===== src/rtl/mmv_pkg.sv =====
// Shared definitions for the memory-mapped splitter: address-decode helper
// and the widest address the helper accepts.
package mmv_pkg;

    localparam int unsigned MMV_ADDR_MAX = 64;

    // Extract the slave-select field (the top swidth bits of an awidth-bit
    // address). The address is passed zero-extended to MMV_ADDR_MAX bits,
    // so shifting right leaves only the select field in the low bits.
    function automatic logic [MMV_ADDR_MAX-1:0] mmv_slave_idx(
        input logic [MMV_ADDR_MAX-1:0] addr,
        input int unsigned             awidth,
        input int unsigned             swidth
    );
        logic [MMV_ADDR_MAX-1:0] mask;
        mask = (MMV_ADDR_MAX'(1) << swidth) - MMV_ADDR_MAX'(1);
        return (addr >> (awidth - swidth)) & mask;
    endfunction

endpackage


===== src/rtl/mmv_splitter_rdtrack.sv =====
// Read tracker: counts outstanding reads, remembers which slave they target
// and produces the single-cycle response for reads to unmapped space.
// Reads are only allowed to one target at a time so responses stay ordered.
module mmv_splitter_rdtrack #(
    parameter int SLAVES  = 2,
    parameter int RDPENDS = 2,
    parameter int SWIDTH  = 1
) (
    input  logic              clk,
    input  logic              reset,
    input  logic              i_rd_acc,
    input  logic [SWIDTH:0]   i_sel_enc,
    input  logic [SLAVES-1:0] i_m_rval,
    output logic              o_rd_ok,
    output logic              o_ret,
    output logic [SWIDTH:0]   o_psel
);

    localparam int              CWIDTH   = $clog2(RDPENDS + 1);
    localparam logic [SWIDTH:0] UNMAPPED = (SWIDTH + 1)'(SLAVES);

    logic [CWIDTH-1:0] r_cnt;
    logic [SWIDTH:0]   r_psel;
    logic              r_urval;
    logic              w_prval;

    // Valid from the current read target; the unmapped target uses the
    // internal response register instead of a slave.
    always_comb begin
        w_prval = r_urval;
        for (int i = 0; i < SLAVES; i++) begin
            if (r_psel == (SWIDTH + 1)'(i)) begin
                w_prval = i_m_rval[i];
            end
        end
    end

    // A return only counts while reads are outstanding; a return in this
    // cycle does not free a slot for a request in the same cycle.
    assign o_ret   = (r_cnt != '0) & w_prval;
    assign o_rd_ok = (r_cnt == '0) |
                     ((i_sel_enc == r_psel) & (r_cnt < CWIDTH'(RDPENDS)));
    assign o_psel  = r_psel;

    // Outstanding count, current target and unmapped-response register.
    always_ff @(posedge clk or posedge reset) begin
        if (reset) begin
            r_cnt   <= '0;
            r_psel  <= '0;
            r_urval <= 1'b0;
        end else begin
            r_cnt <= r_cnt + CWIDTH'(i_rd_acc) - CWIDTH'(o_ret);
            if (i_rd_acc && (r_cnt == '0)) begin
                r_psel <= i_sel_enc;
            end
            r_urval <= i_rd_acc & (i_sel_enc == UNMAPPED);
        end
    end

endmodule


===== src/rtl/mmv_splitter.sv =====
// Routes one memory-mapped master to one of SLAVES slaves selected by the
// top address bits. Request path and mapped read responses are purely
// combinational; unmapped reads are answered one cycle later with zero data.
module mmv_splitter
    import mmv_pkg::*;
#(
    parameter int AWIDTH  = 8,
    parameter int DWIDTH  = 8,
    parameter int SLAVES  = 2,
    parameter int RDPENDS = 2
) (
    input  logic                           reset,
    input  logic                           clk,
    input  logic [AWIDTH-1:0]              s_addr,
    input  logic                           s_wreq,
    input  logic [DWIDTH-1:0]              s_wdat,
    input  logic                           s_rreq,
    output logic [DWIDTH-1:0]              s_rdat,
    output logic                           s_rval,
    output logic                           s_busy,
    output logic [SLAVES-1:0][AWIDTH-1:0]  m_addr,
    output logic [SLAVES-1:0]              m_wreq,
    output logic [SLAVES-1:0][DWIDTH-1:0]  m_wdat,
    output logic [SLAVES-1:0]              m_rreq,
    input  logic [SLAVES-1:0][DWIDTH-1:0]  m_rdat,
    input  logic [SLAVES-1:0]              m_rval,
    input  logic [SLAVES-1:0]              m_busy
);

    localparam int              SWIDTH   = $clog2(SLAVES);
    localparam logic [SWIDTH:0] UNMAPPED = (SWIDTH + 1)'(SLAVES);

    logic [SWIDTH-1:0] w_sel;
    logic [SWIDTH:0]   w_sel_enc;
    logic              w_unmapped;
    logic              w_sbusy;
    logic              w_rd_ok;
    logic              w_rd_acc;
    logic              w_ret;
    logic [SWIDTH:0]   w_psel;

    assign w_sel      = SWIDTH'(mmv_slave_idx(MMV_ADDR_MAX'(s_addr), AWIDTH, SWIDTH));
    assign w_unmapped = {1'b0, w_sel} >= UNMAPPED;
    assign w_sel_enc  = w_unmapped ? UNMAPPED : {1'b0, w_sel};

    // Busy of the addressed slave; unmapped space is never busy.
    always_comb begin
        w_sbusy = 1'b0;
        for (int i = 0; i < SLAVES; i++) begin
            if (w_sel_enc == (SWIDTH + 1)'(i)) begin
                w_sbusy = m_busy[i];
            end
        end
    end

    // A pure write never waits on the read tracker.
    assign s_busy   = w_sbusy | (s_rreq & ~w_rd_ok);
    assign w_rd_acc = s_rreq & ~s_busy;

    // Per-slave request strobes plus address/data broadcast. Unmapped
    // writes match no slave and are dropped.
    always_comb begin
        m_wreq = '0;
        m_rreq = '0;
        m_addr = '0;
        m_wdat = '0;
        for (int i = 0; i < SLAVES; i++) begin
            m_addr[i] = s_addr;
            m_wdat[i] = s_wdat;
            m_wreq[i] = s_wreq & ~reset & (w_sel_enc == (SWIDTH + 1)'(i));
            m_rreq[i] = s_rreq & w_rd_ok & ~reset & (w_sel_enc == (SWIDTH + 1)'(i));
        end
    end

    // Read data from the current target; the unmapped target returns zero.
    always_comb begin
        s_rdat = '0;
        for (int i = 0; i < SLAVES; i++) begin
            if (w_psel == (SWIDTH + 1)'(i)) begin
                s_rdat = m_rdat[i];
            end
        end
    end

    assign s_rval = w_ret;

    mmv_splitter_rdtrack #(
        .SLAVES  (SLAVES),
        .RDPENDS (RDPENDS),
        .SWIDTH  (SWIDTH)
    ) u_rdtrack (
        .clk       (clk),
        .reset     (reset),
        .i_rd_acc  (w_rd_acc),
        .i_sel_enc (w_sel_enc),
        .i_m_rval  (m_rval),
        .o_rd_ok   (w_rd_ok),
        .o_ret     (w_ret),
        .o_psel    (w_psel)
    );

endmodule


===== config.mk =====
export PLATFORM = sky130hd
export DESIGN_NAME = mmv_splitter
export DESIGN_NICKNAME = d
export VERILOG_FILES = /design/src/rtl/mmv_pkg.sv /design/src/rtl/mmv_splitter_rdtrack.sv /design/src/rtl/mmv_splitter.sv
export SDC_FILE = /design/constraint.sdc
export NUM_CORES = 1
export LEC_CHECK = 0
export ABC_AREA = 1
export CAP_MARGIN = 15
export CORE_AREA = 2 2 54 56
export CTS_CLUSTER_SIZE = 20
export DETAILED_ROUTE_END_ITERATION = 10
export DIE_AREA = 0 0 56 58
export GPL_TIMING_DRIVEN = 0
export HOLD_SLACK_MARGIN = 0.12
export PLACE_DENSITY = 0.73
export SLEW_MARGIN = 20
export SYNTH_ARGS = -nofsm -noshare
export SYNTH_HDL_FRONTEND = slang
export SYNTH_SLANG_ARGS = --single-unit

===== constraint.sdc =====
create_clock -name clk -period 2.3 [get_ports clk]
set_clock_uncertainty 0.1 [all_clocks]
set_input_delay 0.69 -clock clk [delete_from_list [all_inputs] [get_ports clk]]
set_output_delay 0.69 -clock clk [all_outputs]
set_load 0.1 [all_outputs]

**Yosys cells after proc, flatten, opt, wreduce, memory -nomap -nowiden**

Index checks and enable logic that the tools add are counted.

- Register bits after elaboration: 3
- Bits of input ports: 40
- Logic and storage cells: 33

- Add/sub/neg operators: 2
- $lt $le $gt $ge: 1
- Eq/ne operators: 1
- Multiplexer cells: 6
- Bitwise operators: 16
- Reduce and logical (&&, ||, !) cells: 5

Operator list:

| operator | count |
|---|---|
| $mux W8 | 2 |
| $and A1 B1 Y1 | 11 |
| $logic_not A2 Y1 | 3 |
| $mux W1 | 4 |
| $not A1 Y1 | 3 |
| $add A2 B1 Y2 | 1 |
| $lt A2 B2 Y1 const B | 1 |
| $or A1 B1 Y1 | 2 |
| $reduce_bool A2 Y1 | 1 |
| $sub A2 B1 Y2 | 1 |
| $eq A1 B1 Y1 | 1 |
| $logic_and A1 B1 Y1 | 1 |

**Longest topological paths before layout**

- Word-level depth: 10
- Depth in mapped cells: 11

**Modules after synthesis**

From an unflattened synthesis, not the netlist that was laid out.

- Cell total of the unflattened synthesis: 121
- Area total of the unflattened synthesis: 762.0 µm²

Modules (own cells, without submodules):

| module | instances | cells each | area each (µm²) | seq. area each (µm²) |
|---|---|---|---|---|
| mmv_splitter | 1 | 74 | 440.4 | 0.0 |
| mmv_splitter_rdtrack | 1 | 47 | 321.6 | 125.1 |

**Least setup slack after synthesis**

OpenSTA, ideal clock, no wires.

- Kind: input port to output port
- Start point: input port s_addr[7]
- End point: output port m_wreq[0]
- Arrival: 2788 ps
- Data required time: 1510 ps
- Slack: -1278 ps
- Stages on the path: 1
- Buffers on the path: 0
- Cell sequence: nor3_1

- Cells in the longest elaborated chain, start to end: 2

Ends and longest elaborated chain:

| element | RTL line | text |
|---|---|---|
| start, declared | mmv_splitter.sv:14 | `input logic [AWIDTH-1:0] s_addr,` |
| $logic_not A2 Y1 | mmv_splitter.sv:70 | `m_wreq[i] = s_wreq & ~reset & (w_sel_enc == (SWIDTH + 1)'(i));` |
| $and A1 B1 Y1 | mmv_splitter.sv:70 |  |
| end, declared | mmv_splitter.sv:22 | `output logic [SLAVES-1:0] m_wreq,` |

No other way between the ends.

**Final worst setup path**

- Start point: input port m_rdat[0] in the netlist's numbering
- End point: output port s_rdat[0]

- Cells in the longest elaborated chain, start to end: 2

Ends and longest elaborated chain:

| element | RTL line | text |
|---|---|---|
| start, declared | mmv_splitter.sv:25 | `input logic [SLAVES-1:0][DWIDTH-1:0] m_rdat,` |
| $mux W8 (2 in a row) | mmv_splitter.sv:79 | `if (w_psel == (SWIDTH + 1)'(i)) begin` |
| end, declared | mmv_splitter.sv:18 | `output logic [DWIDTH-1:0] s_rdat,` |

No other way between the ends.

==> results by stage <==
Clock network:
- The CTS H-tree depth is 1.
- The root buffer cell is clkbuf_4.
- The TritonCTS sink count is 3.
- TritonCTS built the clock tree.
- The clock passes through at most 2 buffers.
- The number of clock buffers inserted by TritonCTS is 3.
- The clock latency at the later pin of the worst-skew pair is approximately 0.23 ns.
- After clock tree synthesis, the clock-pin slew on the worst setup and hold paths is 0.04 ns.
- The total of hold buffers inserted after clock tree synthesis is 0.

Place:
- The final RePlAce weighted congestion is between 0.8 and 0.9.
- The total of buffers placed on input and output ports is 70.
- Summing all placed instances gives a cell area of around 1400 um^2.
- The wire-length estimate of the detail-placed layout is 1880 um.
- Including well taps, the total number of placed cells is between 150 and 200.

Timing:
- Derived from the worst setup path, the maximum achievable clock frequency is around 440 MHz.
- The hold violation total from the final report is 0.
- Setup repair after global routing could not meet its margin everywhere.
- Setup violations remaining at the end of the flow were counted as 0.
- For the pin with the worst max-slew slack, the measured transition is ~0.56 ns.
- The max-slew violation count is 0.
- The clock period could shrink to 2.29 ns.
- The tightest slew margin relative to the limit is 0.628.
- The accumulated negative setup slack is 0 ns.
- The portion of the clock cycle consumed by the worst path in the final layout is 0.995.

Synth:
- The number of distinct library cells after synthesis is 16.
- The area share of the leading cell type in the synthesized netlist is 0.411.
- The prevailing post-synth register cell is dfrtp_1.
- Of the total synthesized cell area, the portion taken by AND, OR, NAND and NOR gates is 0.310.
- Counting flops with a built-in enable in the synthesized netlist gives 0.
- After synthesis, the largest family of logic cells by area is buffers and inverters.
- The Yosys step of the flow raised 0 warnings.
- Of the total synthesized cell area, the portion taken by XOR and XNOR cells is 0.0300.
- Counting flops with an async set or reset pin after synthesis yields a share of 1.00.
- The part of the Yosys area used for sequential elements is 0.128.
- The number of cells produced by synthesis is just over 90.
- The area fraction in compound gates after synthesis is 0.0236.
- Of the total synthesized cell area, the portion taken by full adders, half adders and majority gates is 0.0428.
- The net count after synthesis is 135.
- The combined area of all synthesized cells is 584 um^2.
- Of all cell types, the one taking the most synthesized area is buf_4.
- Measured against the total synthesized area, the mux share comes to 0.
- The mean instance size in the synthesized netlist is around 6.3 um^2.
- Yosys attributes the largest share of cell area to buf_4 (41%), nand2_1 (22%), dfrtp_1 (13%).
- The number of flip-flops and latches in the synthesized netlist is 3.

Power:
- The maximum ir drop on the vdd rail is about 0.0012 V.
- The relative contribution of the clock network to total power is 0.053.
- The switching power share of the total is 0.625.
- The share of total power dissipated in combinational logic is 0.887.
- The leakage power is about 0.86 nW.
- The internal power of the cells totals around 0.66 mW.
- The switching power is around 1.1 mW.
- The total power divided by cell area is ~1100 nW/um^2.
- The share of total power dissipated in sequential elements is 0.060.

Critical path:
- The kind of end point of the critical path is a primary output.
- The critical path class is primary input to primary output.
- The data arrival time of the worst path is about 1.5 ns.
- The slack of the worst reg-to-reg path is 0.37 ns.
- The signal on the critical path passes through clkdlybuf4s50_1 -> nand2_1 -> nand2_2 -> buf_12.
- For this run, the slowest stage of the critical path takes ~0.47 ns.
- The endpoint identified for the worst register-to-register timing path is u_rdtrack.r_cnt[1]$_DFF_PP0_.
- For this design, the slowest cell found on the critical path is clkdlybuf4s50_1.
- The worst path required time is between 1.5 and 2 ns.
- The startpoint of the lowest-slack register-to-register path is u_rdtrack.o_psel[0]$_DFFE_PP0P_.
- The top fanout value on the critical path is 1.
- The number of cell instances on the worst register-to-register path is 9.
- The worst setup path is launched from a primary input.

Die:
- The overall die height is 58 um.
- The count of pins on the block boundary is 86.
- In this run the horizontal extent of the chip is 56 um.
- The core footprint is between 2000 and 3000 um^2.
- The initial utilization of the core area, before any placement, comes to 0.219.
- The row count is 19.
- The area of the die is between 3000 and 4000 um^2.

Flow run:
- Across the run, the number of max-cap violations was 0.

GRT:
- Summed over all layers, the global routing overflow is 0.
- The number of antenna violations at the first check in global routing is 0.
- The first-pass GRT wire length is approximately 3500 um.
- The via count of the first global-routing pass is 816.
- Across every metal layer, demand over resource in global routing totals 0.138.
- Entering global routing, the biggest net connects 11 pins.

Layout:
- The most common cell after layout, fill and taps aside is buf_4.
- Of the cells placed in the final design, the portion with a size suffix greater than 1 is 0.667.
- After routing the design area is roughly 1700 um^2.
- 0 antenna diodes ended up in the layout.
- The final non-filler cell total is a little over 200.
- In the layout the commonest cells are buf_4 (38), clkdlybuf4s15_2 (32), nand2_1 (22).
- After filler insertion, the fill cell instance count of the layout stands at approximately 230.
- The net count of the finished layout is between 200 and 250.
- The area growth from synthesis to layout is 188%.

Drt:
- The average wire per standard cell is 12.0 um.
- For this block, the routed nets add up to roughly 2500 um of wire.
- The detail route stage leaves a number of antenna-violating nets equal to 0.
- The detailed router placed 850 vias in this run.
- The initial detailed-routing violation count is 26.
- For this run, design rule violations remaining after detail routing come to 0.
- The per-cell via count in the routed design is 4.15.
- The first-pass detailed-route iteration total is 4.

Status:
- The run finished with clean final reports.

Hold path:
- In this run the worst hold path is classified as primary input to async pin.
-- per-layer routing --
layer  share of wire  routed length (um)  vias up  track usage
met2            0.54                1320       53        0.269
li1                -                   -      417            -
met5               0                   0        -            0
met4               0                   0        0       0.0306
met1            0.38                 942      380        0.152
met3           0.077                 188        0       0.0313
-- stage by stage --
step | util | hold WS, ns | setup WS (ns) | power [mW]
3_5_place_dp | 0.526 | 0.474 | -1.89 | 1.44
6_report | 0.632 | 0.346 | 0.0126 | 1.77
3_3_place_gp | 0.526 | 0.453 | -1.88 | 1.42
5_1_grt | 0.632 | 0.333 | -0.0496 | 1.85
4_1_cts | 0.615 | 0.431 | -0.00682 | 1.72
2_1_floorplan | - | 0.352 | -0.403 | 1.15
-- timing repair --
item,in CTS,in global routing
pin swaps,7,8
endpoints found under the setup margin,48,10
setup buffers,6,1
gates resized for setup,240,18
-- cells in the mapped netlist (2+ instances only) --
| library cell | n |
|---|---|
| nand2_1 | 34 |
| nand3_1 | 2 |
| nor2_1 | 3 |
| inv_1 | 5 |
| nor3_1 | 2 |
| inv_2 | 2 |
| ha_1 | 2 |
| buf_4 | 32 |
| dfrtp_1 | 3 |
| nand4_1 | 2 |
-- flip-flops by register name, indices dropped and copies added, names as in the netlist --
name	count
u_rdtrack.r_cnt	2
u_rdtrack.o_psel	1
-- critical path, delay by kind of cell --
family	cells	cell delay [ns]
buffers and inverters	2	0.64
AND/OR/NAND/NOR	2	0.16
-- how the worst max path moves through the flow --
stage | startpoint | to | slack, ns | cells past startpoint
after detailed placement | s_addr[7] | m_rreq[0] | -1.89 | 6
after global routing | s_addr[7] | m_rreq[1] | -0.05 | 8
after global placement | s_addr[7] | m_rreq[0] | -1.88 | 6
after floorplan | s_wreq | m_wreq[0] | -0.40 | 2
final | m_rdat[0] | s_rdat[0] | 0.01 | 4
after CTS | s_addr[7] | m_rreq[1] | -0.007 | 8
-- power groups by stage --
stage | clock network [mW] | registers (mW) | logic (mW)
global placement | 0 | 0.102 | 1.32
global route | 0.106 | 0.111 | 1.63
CTS | 0.101 | 0.103 | 1.52
floorplan | 0 | 0.100 | 1.05
finish | 0.0936 | 0.107 | 1.57
detailed placement | 0 | 0.104 | 1.33
-- area by class of cell --
type / instances / area [um^2] / area share
plain buffers: 33 / 245 / 0.146
clock buffers: 4 / 26.3 / 0.0156
inverters: 7 / 45.0 / 0.0268
multi-input cells: 50 / 318 / 0.189
flip-flops and latches: 3 / 75.1 / 0.0446
well taps: 31 / 38.8 / 0.0230
repair buffers: 77 / 935 / 0.555
-- logic make-up after synthesis --
logic type | after synthesis
AOI/OAI and AO/OA | 2
and+or+nand+nor | 44
buffers and inverters | 40
DFF | 3
adders and majority gates | 2
xor gates and xnor gates | 2
(Power assumes the default switching activity.)
